$ cat config.mk
export PLATFORM = sky130hd
export DESIGN_NAME = timer_irq_src_flat
export DESIGN_NICKNAME = d
export VERILOG_FILES = /design/src/rtl/timer_irq_src_if.sv /design/src/rtl/timer_irq_src.sv /design/src/flat_wrapper.sv
export SDC_FILE = /design/constraint.sdc
export NUM_CORES = 1
export LEC_CHECK = 0
export ABC_AREA = 1
export CORE_ASPECT_RATIO = 0.9
export CORE_UTILIZATION = 40
export DETAILED_ROUTE_END_ITERATION = 7
export SYNTH_ARGS = -nofsm -noshare
export SYNTH_HDL_FRONTEND = slang
export SYNTH_SLANG_ARGS = --single-unit
$ cat constraint.sdc
create_clock -name clk -period 3.2 [get_ports clk]
set_clock_uncertainty 0.05 [all_clocks]
set_input_delay 0.64 -clock clk [delete_from_list [all_inputs] [get_ports clk]]
set_output_delay 0.64 -clock clk [all_outputs]
set_load 0.01 [all_outputs]
$ cat src/rtl/timer_irq_src_if.sv
// Bridge-side word bus into the timer plus its single interrupt request line.
interface timer_irq_src_if;
  logic [1:0]  Addr;
  logic        We;
  logic [31:0] Din;
  logic [31:0] Dout;
  logic        IRQ;

  modport master (output Addr, We, Din, input Dout, IRQ);
  modport slave  (input Addr, We, Din, output Dout, IRQ);
endinterface

$ cat src/rtl/timer_irq_src.sv
// Countdown timer feeding one CP0 HWInt line: one-shot (held IRQ until ack)
// or auto-reload (one-cycle IRQ pulse per period).
module timer_irq_src #(
  parameter int unsigned CNT_W = 32
) (
  input  logic            clk,
  input  logic            rst,
  timer_irq_src_if.slave  bus
);

  typedef enum logic [1:0] {
    S_IDLE,
    S_LOAD,
    S_CNT,
    S_INT
  } state_e;

  localparam logic [CNT_W-1:0] ONE = CNT_W'(1);

  state_e           state_q, state_d;
  logic [3:0]       ctrl_q, ctrl_d;
  logic [CNT_W-1:0] preset_q, preset_d;
  logic [CNT_W-1:0] count_q, count_d;
  logic             irq_pend_q, irq_pend_d;

  logic wr_ctrl;
  logic wr_preset;
  logic en;
  logic auto_mode;

  assign wr_ctrl   = bus.We && (bus.Addr == 2'd0);
  assign wr_preset = bus.We && (bus.Addr == 2'd1);
  assign en        = ctrl_q[0];
  assign auto_mode = (ctrl_q[2:1] == 2'b01);

  always_comb begin
    state_d    = state_q;
    ctrl_d     = ctrl_q;
    preset_d   = preset_q;
    count_d    = count_q;
    irq_pend_d = irq_pend_q;

    // Acknowledge first so that an expiry on the same edge overrides it.
    if (wr_ctrl || wr_preset) begin
      irq_pend_d = 1'b0;
    end

    case (state_q)
      S_IDLE: begin
        if (en) begin
          state_d = S_LOAD;
        end
      end
      S_LOAD: begin
        count_d = preset_q;
        state_d = S_CNT;
      end
      S_CNT: begin
        if (!en) begin
          state_d = S_IDLE;
        end else if (count_q > ONE) begin
          count_d = count_q - ONE;
        end else begin
          count_d    = '0;
          irq_pend_d = 1'b1;
          state_d    = S_INT;
        end
      end
      S_INT: begin
        if (!en) begin
          state_d = S_IDLE;
          if (auto_mode) begin
            irq_pend_d = 1'b0;
          end
        end else if (auto_mode) begin
          irq_pend_d = 1'b0;
          state_d    = S_LOAD;
        end else begin
          ctrl_d[0] = 1'b0;
          state_d   = S_IDLE;
        end
      end
      default: begin
        state_d = S_IDLE;
      end
    endcase

    // CPU stores land last so a CTRL write beats the one-shot EN clear.
    if (wr_ctrl) begin
      ctrl_d = bus.Din[3:0];
    end
    if (wr_preset) begin
      preset_d = bus.Din[CNT_W-1:0];
    end
  end

  always_ff @(posedge clk or posedge rst) begin
    if (rst) begin
      state_q    <= S_IDLE;
      ctrl_q     <= '0;
      preset_q   <= '0;
      count_q    <= '0;
      irq_pend_q <= 1'b0;
    end else begin
      state_q    <= state_d;
      ctrl_q     <= ctrl_d;
      preset_q   <= preset_d;
      count_q    <= count_d;
      irq_pend_q <= irq_pend_d;
    end
  end

  always_comb begin
    bus.Dout = '0;
    case (bus.Addr)
      2'd0:    bus.Dout = {28'd0, ctrl_q};
      2'd1:    bus.Dout = 32'(preset_q);
      2'd2:    bus.Dout = 32'(count_q);
      default: bus.Dout = '0;
    endcase
  end

  assign bus.IRQ = irq_pend_q & ctrl_q[3];

endmodule
$ cat src/flat_wrapper.sv
// flat-port wrapper written by rule: the top's interface ports become plain ports
module timer_irq_src_flat 
#(
  parameter int unsigned CNT_W = 32
)
  (clk, rst, bus_Addr, bus_We, bus_Din, bus_Dout, bus_IRQ);
  timer_irq_src_if bus_i ();
  input  logic clk;
  input  logic rst;
  input wire logic [$bits(bus_i.Addr)-1:0] bus_Addr;
  input wire logic [$bits(bus_i.We)-1:0] bus_We;
  input wire logic [$bits(bus_i.Din)-1:0] bus_Din;
  output wire logic [$bits(bus_i.Dout)-1:0] bus_Dout;
  output wire logic [$bits(bus_i.IRQ)-1:0] bus_IRQ;
  assign bus_i.Addr = bus_Addr;
  assign bus_i.We = bus_We;
  assign bus_i.Din = bus_Din;
  assign bus_Dout = bus_i.Dout;
  assign bus_IRQ = bus_i.IRQ;
  timer_irq_src #(.CNT_W(CNT_W)) u_core (.clk(clk), .rst(rst), .bus(bus_i));
endmodule
Yosys cells after proc, flatten, opt, wreduce, memory -nomap -nowiden
Cells that the tools add are included.
- bitwise logic cells: 1
- order comparisons: 1
- reduce and logical (&&, ||, !) cells: 9
- multiplexer cells: 19
- $add $sub $neg: 1
- eq/ne operators: 9
- operator list (cell ; count):
    $pmux W32 S3 ; 1
    $mux W32 ; 2
    $pmux W32 S2 ; 1
    $gt A32 B1 Y1 const B ; 1
    $sub A32 B1 Y32 const B ; 1
    $mux W1 ; 9
    $mux W2 ; 4
    $pmux W2 S4 ; 1
    $eq A2 B1 Y1 const B ; 3
    $eq A2 B2 Y1 const B ; 3
    $logic_not A2 Y1 ; 2
    $ne A2 B1 Y1 const B ; 2
    $reduce_and A2 Y1 ; 2
    $reduce_bool A2 Y1 ; 2
    $ne A3 B3 Y1 const B ; 1
    $logic_and A1 B1 Y1 ; 2
    $pmux W1 S2 ; 1
    $and A1 B1 Y1 ; 1
    $logic_or A1 B1 Y1 ; 1
- input bits: 37
- register bits after elaboration: 71
- output and inout bits: 33
- logic and storage cells: 46

Longest topological paths before layout
- depth after elaboration: 7
- depth in mapped cells: 13

Least setup slack after synthesis
Ideal clock, no wire load.
- path kind: input to output
- start: in bus_Addr[1]
- end: out bus_Dout[10]
- required time: 2.510 ns
- stages on the path: 5
- path buffers: 2
- arrival: 1.705 ns
- slack: 0.805 ns
- cells stage by stage: clkbuf_1 > nor2_2 > clkinv_1 > clkbuf_1 > o22ai_1
- cells in the longest elaborated chain, start to end: 2
- elaborated cells between the ends (all ways): 4
- classes of those cells: 2 x eq/ne; 1 x mux; 1 x reduce/logical
- RTL lines (element ; line ; RTL):
    start: declaration ; flat_wrapper.sv:10 ; input wire logic [$bits(bus_i.Addr)-1:0] bus_Addr;
    $eq A2 B2 Y1, or another cell as far along ; timer_irq_src.sv:115 ; case (bus.Addr)
    $pmux W32 S3 (*) ; timer_irq_src.sv:115 ;
    end: declaration ; flat_wrapper.sv:13 ; output wire logic [$bits(bus_i.Dout)-1:0] bus_Dout;
Mark *: on every way between the ends. The rest lies on a longest branch, timed or not.

Worst setup path in the final report
- start: in bus_Addr[0]
- end: out bus_Dout[30]
Same word-level chain as after synthesis.

==> impl_results.md <==
- Status: finished with violations
- Violated checks: DRC
- Die width: 112 um
- Syn Nets: 659
- CTS Buf Count: 9
- Hold wc startpoint: u_core.preset_q[1]
- Post-synthesis simple-gate area fraction: 32.2%
- Critical Path Source: bus_Addr[0]
- CTS tree: done
- Pins Over Slew Limit: 0
- Post-CTS Resized: 0
- Worst-margin pin slew: 837 ps
- GRT overflow: 0
- Final WS setup: 103 ps
- Post-synthesis mux area share: 1.30%
- GPL Wtd Cong: 0.919
- Proportion of netlist area held by the largest area contributor: 41.1%
- Routed wire length: 12,700 um
- EDFF count, synth: 0
- Worst min path class: register to register
- Final hold violations: 0
- Inserted Diodes: 0
- Peak VDD IR: 0.552 mV
- Post-synthesis sequential area ratio: 41.1%
- Largest cells by area after synthesis: dfrtp_1 (41%), nand2_1 (18%), nor2_1 (6.7%)
- WP data required: 2510 ps
- Root Buffer Master: clkbuf_16
- CTS Sinks: 71
- Adder-cell share of the synthesized area: 0.578%
- Worst Hold Slack: 438 ps
- Setup violations, final: 0
- Synth area leader: dfrtp_1
- Max Fclk: 0.323 GHz
- Post-Syn Instances: 620
- Vias: 4,336
- Worst setup EP type: primary output
- Iteration-0 DRC Markers: 231
- Tot GR Track Use: 23.9%
- CTS max path bufs: 2
- Most common cell in the netlist: nand2_1
- Top_reg_cell synth: dfrtp_1
- CTS H-tree depth: 3
- Number of synthesized register bits: 71
- Syn avg cell area: 6.98 um2
- Clock transition at path regs: 60 ps
- Max-Cap Viols: 0
- Vias in the first global route: 3,990
- # IOs: 70
- Fillers: 1,048
- Fin crit period: 3100 ps
- Pin count of the biggest net entering global routing: 42
- Synth cell count leaders: nand2_1 (205), nor2_1 (77), inv_1 (75), dfrtp_1 (71), o22ai_1 (36)
- Global-route wire length before repair: 20,500 um
- Initial Util: 41.7%
- Detail Route Antenna Nets: 0
- Count of cell types in the netlist: 32
- Yosys warnings: 0
- Synth Area in XOR/XNOR: 2.23%
- Mapped cell area: 0.00433 mm2
- Wire per inst: 15.4 um
- Crit Reg-Reg Startpoint: u_core.count_q[0]
- Rows: 35
- Postcts setup bufs: 0
- # DRC: 4
- DR vias/cell: 5.27
- PortBufs: 69
- Synth Area in Compound Gates: 13.1%
- Power density cells: 824 mW/mm2
- RSZ-0062 raised after global routing: true
- Iteration count of the initial detailed-routing pass: 8
- Die Span Y: 101 um
- Critical path arrival: 2410 ps
- Dpl ws: 93.1 ps
- Worst relative slew slack: 44.1%
- Leak pwr: 2.76 nW
- Post-CTS Hold Buffers: 0
- Fin nets: 728
- Worst skew pair latency: 340 ps
- Initial antenna violation count: 0
- Crit path launch type: primary input
- Setup_tns: 0 ps
- Core box area: 0.0104 mm2
- Core Util, Final: 53.1%
- CP Class: primary input to primary output
- FF-to-FF setup slack: 1150 ps
- Layout area overhead: 27.4%
- CP Max Fanout: 13
- Largest family of logic cells by synthesized area: simple AND/OR/NAND/NOR gates
- Layout cells sized above 1: 7.20%
- Die footprint: 0.0112 mm2
- Post-synth ARST share: 100%
- Fin crit share: 96.8%
- Post-DP HPWL: 9210 um
## final timing paths
kind,end,depth (start not counted)
worst max register to register,u_core.count_q[25],11
worst min-delay path,u_core.preset_q[1],2
min in group asynchronous,u_core.preset_q[28],2
worst min register to register,u_core.preset_q[1],2
max in group asynchronous,u_core.count_q[11],3
worst max-delay path,bus_Dout[30],6
## flip-flops by register name (all words and copies together), names as in the netlist
| signal | flops |
|---|---|
| u_core.preset_q | 32 |
| u_core.irq_pend_q | 1 |
| u_core.state_q | 2 |
| u_core.count_q | 32 |
| u_core.ctrl_q | 4 |
## report_power, final
group / leakage [nW] / total (mW) / internal, mW / switching, mW
Clock: 0.158 / 1.13 / 0.724 / 0.402
Combinational: 1.76 / 1.90 / 0.714 / 1.19
Sequential: 0.836 / 1.52 / 1.19 / 0.326
## logic make-up after synthesis
group / after synthesis
compound gates: 99
xor+xnor: 11
fa+ha+maj: 2
buf+inv: 100
flops: 71
mux: 5
simple gates: 332
## layer usage
layer | global-route usage [%] | wire [um] | vias up
met5 | 0 | 0 | -
met4 | 8.63 | 219 | 0
met3 | 5.83 | 955 | 19
met2 | 35.5 | 5430 | 156
met1 | 33.7 | 6090 | 2049
li1 | - | - | 2112
## placed cells by master, fill, tap and decap left out, types with 6 or more instances in the layout
master / Yosys / final
nand2_1: 205 / 205
nor2_1: 77 / 77
inv_1: 75 / 74
dfrtp_1: 71 / 71
clkdlybuf4s50_1: 0 / 64
o22ai_1: 36 / 36
nand3_1: 30 / 30
o21ai_0: 27 / 27
a21oi_1: 24 / 24
xor2_1: 11 / 11
clkbuf_16: 0 / 9
buf_4: 0 / 9
o21ai_1: 6 / 6
## stage by stage
step / cells / area, um2 / total power, mW
after global routing: 823 / 5510 / 4.89
final: 823 / 5510 / 4.54
after detailed placement: 807 / 5170 / 3.40
after CTS: 823 / 5500 / 4.54
after global placement: 807 / 5170 / 3.37
after floorplan: 620 / 4330 / 2.81
## critical path: stages
cell             delay (ps)
clkdlybuf4s50_1         420
inv_1                   170
nand2_1                 180
buf_4                   240
o22ai_1                 190
clkdlybuf4s50_1         570
## area by class of cell
type,count,area [um2],share of cell area [%]
well taps,129,161,2.93
inverters,78,293,5.31
repair buffers,80,811,14.7
multi-input cells,449,2140,38.8
clock buffers,11,253,4.59
clock inverters,5,80.1,1.45
flip-flops and latches,71,1780,32.2
Power figures use the tool's default switching activity.
